==> src/rtl/fpu_pkg.sv <==
// Shared widths, exponent bias, operand class encoding and result flag
// bundle for the floating-point narrowing path.
package fpu_pkg;

    localparam int unsigned FPU_FW1 = 23;
    localparam int unsigned FPU_FW2 = 40;
    localparam int unsigned FPU_EW1 = 8;
    localparam int unsigned FPU_EW2 = 10;

    // Exponent bias shared by the wide and narrow formats: 2^(ew-1)-1.
    function automatic int unsigned fpu_bias(input int unsigned ew);
        return (32'd1 << (ew - 1)) - 32'd1;
    endfunction

    localparam int unsigned FPU_BIAS = fpu_bias(FPU_EW1);

    // Operand class after priority resolution (NaN > Inf > Zero > finite).
    // CLS_UF marks a finite operand whose exponent is 0 and is flushed.
    typedef enum logic [2:0] {
        CLS_FIN  = 3'd0,
        CLS_UF   = 3'd1,
        CLS_ZERO = 3'd2,
        CLS_INF  = 3'd3,
        CLS_NAN  = 3'd4
    } fclass_t;

    // Result sign, class and exception flags.
    typedef struct packed {
        logic sign;
        logic inf;
        logic nan;
        logic zero;
        logic overflow;
        logic underflow;
        logic inexact;
    } fflags_t;

endpackage

==> src/rtl/fround.sv <==
// Round-to-nearest-even increment of a truncated significand.
// A carry out of the increment returns the normalized value 1.000...0;
// the caller bumps the exponent.
module fround #(
    parameter int unsigned W = 24
) (
    input  logic [W-1:0] i_kept,
    input  logic         i_guard,
    input  logic         i_sticky,
    output logic [W-1:0] o_sig,
    output logic         o_carry,
    output logic         o_inexact
);

    logic         w_inc;
    logic [W:0]   w_sum;

    assign w_inc     = i_guard & (i_sticky | i_kept[0]);
    assign w_sum     = {1'b0, i_kept} + {{W{1'b0}}, w_inc};
    assign o_carry   = w_sum[W];
    assign o_sig     = w_sum[W] ? {1'b1, {(W-1){1'b0}}} : w_sum[W-1:0];
    assign o_inexact = i_guard | i_sticky;

endmodule

==> src/rtl/fnarrow.sv <==
// Wide-to-narrow floating-point conversion with a two-stage valid/ready
// pipeline: S1 classifies and rounds, S2 packs the result and raises flags.
module fnarrow
    import fpu_pkg::*;
#(
    parameter int unsigned FW1 = FPU_FW1,
    parameter int unsigned FW2 = FPU_FW2,
    parameter int unsigned EW1 = FPU_EW1,
    parameter int unsigned EW2 = FPU_EW2
) (
    input  logic           clk,
    input  logic           rst_n,
    input  logic           valid_i,
    output logic           ready_o,
    input  logic [EW2-1:0] exponentA,
    input  logic [FW2:0]   significantA,
    input  logic           signA,
    input  logic           infA,
    input  logic           nanA,
    input  logic           zeroA,
    output logic           valid_o,
    input  logic           ready_i,
    output logic [EW1-1:0] exponentR,
    output logic [FW1:0]   significantR,
    output logic           signR,
    output logic           infR,
    output logic           nanR,
    output logic           zeroR,
    output logic           overflowR,
    output logic           underflowR,
    output logic           inexactR
);

    localparam logic [EW2:0] L_EMAX    = {{(EW2+1-EW1){1'b0}}, {EW1{1'b1}}};
    localparam logic [FW1:0] L_SIG_ONE = {1'b1, {FW1{1'b0}}};
    localparam logic [FW1:0] L_SIG_QNAN = {2'b11, {(FW1-1){1'b0}}};

    // Truncation split of the wide significand
    logic [FW1:0]   w_kept;
    logic           w_guard;
    logic           w_sticky;
    logic [FW1:0]   w_rnd_sig;
    logic           w_rnd_carry;
    logic           w_rnd_inexact;
    logic [EW2:0]   w_rnd_exp;
    fclass_t        w_class;

    logic           w_s1_ld;
    logic           w_s2_ld;

    logic           r_s1_valid;
    fclass_t        r_s1_class;
    logic           r_s1_sign;
    logic [FW1:0]   r_s1_sig;
    logic [EW2:0]   r_s1_exp;
    logic           r_s1_inexact;

    logic [EW1-1:0] w_s2_exp;
    logic [FW1:0]   w_s2_sig;
    fflags_t        w_s2_flags;

    logic           r_s2_valid;
    logic [EW1-1:0] r_s2_exp;
    logic [FW1:0]   r_s2_sig;
    fflags_t        r_s2_flags;

    assign w_kept   = significantA[FW2:FW2-FW1];
    assign w_guard  = significantA[FW2-FW1-1];
    assign w_sticky = |significantA[FW2-FW1-2:0];

    fround #(.W(FW1 + 1)) u_fround (
        .i_kept    (w_kept),
        .i_guard   (w_guard),
        .i_sticky  (w_sticky),
        .o_sig     (w_rnd_sig),
        .o_carry   (w_rnd_carry),
        .o_inexact (w_rnd_inexact)
    );

    // Exponent carries one extra bit so a round-up past the wide range is still seen
    assign w_rnd_exp = {1'b0, exponentA} + {{EW2{1'b0}}, w_rnd_carry};

    // Stage handshakes: S2 loads when empty or draining, S1 when empty or moving on
    assign w_s2_ld = ~r_s2_valid | ready_i;
    assign w_s1_ld = ~r_s1_valid | w_s2_ld;
    assign ready_o = w_s1_ld;

    // Operand class resolution in priority order
    always_comb begin
        w_class = CLS_FIN;
        if (nanA)
            w_class = CLS_NAN;
        else if (infA)
            w_class = CLS_INF;
        else if (zeroA)
            w_class = CLS_ZERO;
        else if (exponentA == '0)
            w_class = CLS_UF;
    end

    // S1: capture class, sign and rounded significand/exponent
    always_ff @(posedge clk or negedge rst_n) begin
        if (!rst_n) begin
            r_s1_valid   <= 1'b0;
            r_s1_class   <= CLS_FIN;
            r_s1_sign    <= 1'b0;
            r_s1_sig     <= '0;
            r_s1_exp     <= '0;
            r_s1_inexact <= 1'b0;
        end else if (w_s1_ld) begin
            r_s1_valid <= valid_i;
            if (valid_i) begin
                r_s1_class   <= w_class;
                r_s1_sign    <= signA;
                r_s1_sig     <= w_rnd_sig;
                r_s1_exp     <= w_rnd_exp;
                r_s1_inexact <= w_rnd_inexact;
            end
        end
    end

    // Pack the narrow result; specials bypass rounding and raise no exceptions
    always_comb begin
        w_s2_exp        = '0;
        w_s2_sig        = '0;
        w_s2_flags      = '0;
        w_s2_flags.sign = r_s1_sign;
        case (r_s1_class)
            CLS_NAN: begin
                w_s2_exp        = '1;
                w_s2_sig        = L_SIG_QNAN;
                w_s2_flags.nan  = 1'b1;
                w_s2_flags.sign = 1'b0;
            end
            CLS_INF: begin
                w_s2_exp       = '1;
                w_s2_sig       = L_SIG_ONE;
                w_s2_flags.inf = 1'b1;
            end
            CLS_ZERO: begin
                w_s2_flags.zero = 1'b1;
            end
            CLS_UF: begin
                w_s2_flags.zero      = 1'b1;
                w_s2_flags.underflow = 1'b1;
                w_s2_flags.inexact   = 1'b1;
            end
            default: begin
                if (r_s1_exp >= L_EMAX) begin
                    w_s2_exp            = '1;
                    w_s2_sig            = L_SIG_ONE;
                    w_s2_flags.inf      = 1'b1;
                    w_s2_flags.overflow = 1'b1;
                    w_s2_flags.inexact  = 1'b1;
                end else begin
                    w_s2_exp           = r_s1_exp[EW1-1:0];
                    w_s2_sig           = r_s1_sig;
                    w_s2_flags.inexact = r_s1_inexact;
                end
            end
        endcase
    end

    // S2: registered outputs, held while the consumer stalls
    always_ff @(posedge clk or negedge rst_n) begin
        if (!rst_n) begin
            r_s2_valid <= 1'b0;
            r_s2_exp   <= '0;
            r_s2_sig   <= '0;
            r_s2_flags <= '0;
        end else if (w_s2_ld) begin
            r_s2_valid <= r_s1_valid;
            if (r_s1_valid) begin
                r_s2_exp   <= w_s2_exp;
                r_s2_sig   <= w_s2_sig;
                r_s2_flags <= w_s2_flags;
            end
        end
    end

    assign valid_o      = r_s2_valid;
    assign exponentR    = r_s2_exp;
    assign significantR = r_s2_sig;
    assign signR        = r_s2_flags.sign;
    assign infR         = r_s2_flags.inf;
    assign nanR         = r_s2_flags.nan;
    assign zeroR        = r_s2_flags.zero;
    assign overflowR    = r_s2_flags.overflow;
    assign underflowR   = r_s2_flags.underflow;
    assign inexactR     = r_s2_flags.inexact;

endmodule

==> config.mk <==
export PLATFORM = sky130hd
export DESIGN_NAME = fnarrow
export DESIGN_NICKNAME = d
export VERILOG_FILES = /design/src/rtl/fpu_pkg.sv /design/src/rtl/fround.sv /design/src/rtl/fnarrow.sv
export SDC_FILE = /design/constraint.sdc
export NUM_CORES = 1
export LEC_CHECK = 0
export CORE_UTILIZATION = 53
export CTS_CLUSTER_SIZE = 24
export DETAILED_ROUTE_END_ITERATION = 16
export PLACE_DENSITY = 0.86
export RECOVER_POWER = 50
export SETUP_SLACK_MARGIN = 0.4
export SLEW_MARGIN = 10
export SYNTH_ARGS = -nofsm -noshare
export SYNTH_HDL_FRONTEND = slang
export SYNTH_HIERARCHICAL = 1
export SYNTH_SLANG_ARGS = --single-unit
==> constraint.sdc <==
create_clock -name clk -period 2.78 [get_ports clk]
set_input_delay 0.556 -clock clk [delete_from_list [all_inputs] [get_ports clk]]
set_output_delay 0.556 -clock clk [all_outputs]
set_load 0.01 [all_outputs]
==> impl_metrics.ini <==
[run_status]
status = finished clean

[clock_network]
clkLatencyLatePin_ns = 0.35
cts_tree = yes
root_buffer = clkbuf_8
cts_sinks = 81
cts.reportedPaths.clkPinSlew_ns = 0.07
clockBufferDepth = 2
cts-buffers-inserted = 9
h-tree-depth = 3

[critical_path]
r2r_start = r_s1_valid
r2r_slack_ns = 0.70
endpoint_kind = flop
worstPathRequired_ns = 3.02
worstReg2RegEnd = r_s1_exp[0]
path_max_fanout = 51
start_kind = primary input
worst_r2r_path_depth = 4
critPathKind = primary input to flop
critPathArrivalTime_ns = 2.73

[sta]
finClkSkew_ns = 0.00741
drv_slew = 0
worst_slew_pin_slew_ns = 1.26
period_minus_slack_ns = 2.50
slew_headroom = 0.161
setup_viol = 0
grt_setup_unrepaired = yes
fin_crit_sh = 0.898
fin_ws_ns = 0.282
max_freq_mhz = 400
hold_ws_ns = 0.460
hold_viol_final = 0
fin_setup_tns_ns = 0

[final_layout]
multi_input_area_sq_mm = 0.00191
seqCellArea_sq_mm = 0.00203
finalInstanceArea_sq_mm = 0.00549
fillCellCount = 456
drive_gt1_frac = 0.228
area_delta_synth_final_pct = 40.1
insertedDiodeCount = 0
nets = 541

[hold_path]
hold_class = primary input to async pin

[synth]
synth.cell_area_sq_mm = 0.00392
syn_area_per_cell_sq_um = 11.0
syn-num-nets = 419
yosysWarningCount = 6
ys_ff_latch = 81
ys_seq_area_frac = 0.517
syn_inst = 356
synth_cell_types = 48

[drt]
dr.pass1.iters = 4
vias = 3261
viasPerCell = 5.63
drtAntennaViolNets = 0
drtIter0Drc = 160
wl_per_cell_um = 16.8
wl_mm = 9.72
drc = 0

[power_and_ir_drop]
power.leakage_nw = 2.37
pwr-share-seq = 0.458
p_clk_frac = 0.278
swShare = 0.282
vdd_drop_max_uv = 340
p_int_mw = 2.38
pwr_density_cell_mw_per_mm2 = 603
combinationalPowerShare = 0.264
p_sw_uw = 935
total_power_mw = 3.31

[die]
initial_utilization = 0.562
dieWidth_um = 88.0
dieArea_sq_mm = 0.00775
row_count = 30
core-area_sq_mm = 0.00698
io_pins = 100
die_h_um = 88.0

[place]
preCtsSetupSlack_ns = -0.377
gp_congestion = 0.833
io_buffers = 99
dp_hpwl_mm = 6.78
placed_cell_area_sq_mm = 0.00522

[run]
cap_viol_max_count = 0

[global_routing]
grt_pass1_wl_mm = 15.7
antenna_found_initial = 0
globalRouteTotalUtil = 0.271
overflow = 0
grt_start_max_net_pins = 53
grt_pass1_vias = 3321
-- per-stage QoR --
stage | cells | utilization
3_3_place_gp | 560 | 0.748
6_report | 579 | 0.787
3_5_place_dp | 560 | 0.748
4_1_cts | 578 | 0.786
2_1_floorplan | 356 | -
5_1_grt | 579 | 0.787
-- how the worst max path moves through the flow --
stage / start / to / slack [ns] / cells past startpoint
global placement: significantA[0] / r_s1_exp[6] / -0.19 / 14
finish: ready_i / r_s1_exp[0] / 0.28 / 5
detailed placement: significantA[2] / r_s1_sig[23] / -0.38 / 10
floorplan: significantA[9] / r_s1_exp[6] / 0.19 / 14
global route: ready_i / r_s1_sig[19] / 0.20 / 5
CTS: significantA[8] / r_s1_exp[6] / 0.37 / 14
-- cells in the mapped netlist (all sizes together) --
| cell type | n | share of area |
|---|---|---|
| inv | 5 | 0.0048 |
| nor2 | 23 | 0.024 |
| nor3b | 1 | 0.0048 |
| buf | 8 | 0.016 |
| nor4 | 9 | 0.018 |
| o31a | 1 | 0.0022 |
| nand4 | 12 | 0.023 |
| o41ai | 1 | 0.0022 |
| nor2b | 2 | 0.0032 |
| and4 | 3 | 0.0080 |
| clkbuf | 6 | 0.0057 |
| nor4b | 1 | 0.0022 |
| nand2 | 47 | 0.045 |
| a31oi | 1 | 0.0016 |
| or2 | 1 | 0.0016 |
| or3 | 3 | 0.0051 |
| nand3b | 1 | 0.0019 |
| a22o | 22 | 0.049 |
| nand2b | 4 | 0.0083 |
| mux2 | 29 | 0.083 |
| o21ai | 13 | 0.017 |
| a211o | 1 | 0.0022 |
| nand3 | 14 | 0.019 |
| a21oi | 13 | 0.017 |
| o211ai | 1 | 0.0019 |
| o311ai | 1 | 0.0022 |
| dfrtp | 81 | 0.52 |
| xnor2 | 16 | 0.041 |
| and2 | 1 | 0.0016 |
| a211oi | 1 | 0.0032 |
| o21a | 1 | 0.0019 |
| nor3 | 4 | 0.0051 |
| o31ai | 4 | 0.0077 |
| and3 | 7 | 0.011 |
| or4 | 1 | 0.0019 |
| xor2 | 13 | 0.029 |
| ha | 4 | 0.013 |
-- layer usage --
metal / GRT usage / vias to the layer above / wire [um] / share of wire
met4: 0.0733 / 0 / 119 / 0.012
met1: 0.336 / 1600 / 4150 / 0.43
li1: - / 1525 / - / -
met2: 0.461 / 123 / 4870 / 0.50
met5: 0 / - / 0 / 0
met3: 0.0820 / 13 / 577 / 0.059
-- power groups by stage --
stage               Clock (mW)  Combinational, mW  Sequential, mW
detailed placement           0              0.882            1.54
floorplan                    0              0.349            1.57
finish                   0.920              0.876            1.52
CTS                      0.929              0.896            1.52
global route             0.989              0.954            1.54
global placement             0              0.858            1.53
-- state kept, by name, indices dropped and copies added (netlist names), 3 cells and up --
signal	flops
r_s1_sig	24
significantR	24
r_s1_exp	11
exponentR	8
r_s1_class	3
-- cell families (layout without fill, tap and decap cells) --
logic type,Yosys count,in the layout,share of synthesized area
flip-flops,81,81,0.517
buffers and inverters,19,146,0.0262
AND/OR/NAND/NOR,134,134,0.184
multiplexers,29,29,0.0833
AO/OA/AOI/OAI,60,60,0.107
XOR/XNOR,29,29,0.0695
adder cells (fa/ha/maj),4,4,0.0128
-- area by class of cell --
cell class / instances / area share
timing repair buffer: 125 / 0.219
clock inverter: 5 / 0.0146
inverter: 5 / 0.00342
sequential: 81 / 0.369
clock buffer: 11 / 0.0239
multi-input combinational: 256 / 0.348
tap: 96 / 0.0219
-- worst max-delay path, stage by stage --
cell	delay (ns)
dlygate4sd3_1	0.55
nand3b_1	0.22
nand2_2	0.11
clkbuf_2	0.85
mux2_2	0.42
-- cells in the final DEF, fill, tap and decap left out, drive strengths merged, types with 2 or more instances in the layout --
cell,netlist,layout
a21oi,13,13
a22o,22,22
and3,7,7
and4,3,3
buf,8,38
bufinv,0,2
clkbuf,6,16
clkdlybuf4s50,0,66
clkinvlp,0,2
dfrtp,81,81
dlygate4sd2,0,4
dlygate4sd3,0,6
dlymetal6s2s,0,6
ha,4,4
inv,5,5
mux2,29,29
nand2,47,47
nand2b,4,4
nand3,14,14
nand4,12,12
nor2,23,23
nor2b,2,2
nor3,4,4
nor4,9,9
o21ai,13,13
o31ai,4,4
or3,3,3
xnor2,16,16
xor2,13,13
-- repair_timing --
action                     in CTS  in global routing
setup endpoints to repair      33                 10
gates cloned                    0                  0
pin swaps                      10                 12
gates resized for setup        87                 11
setup buffers                   2                  1
hold buffers                    0                  0
Note: power is estimated with default switching activity, not from simulation.
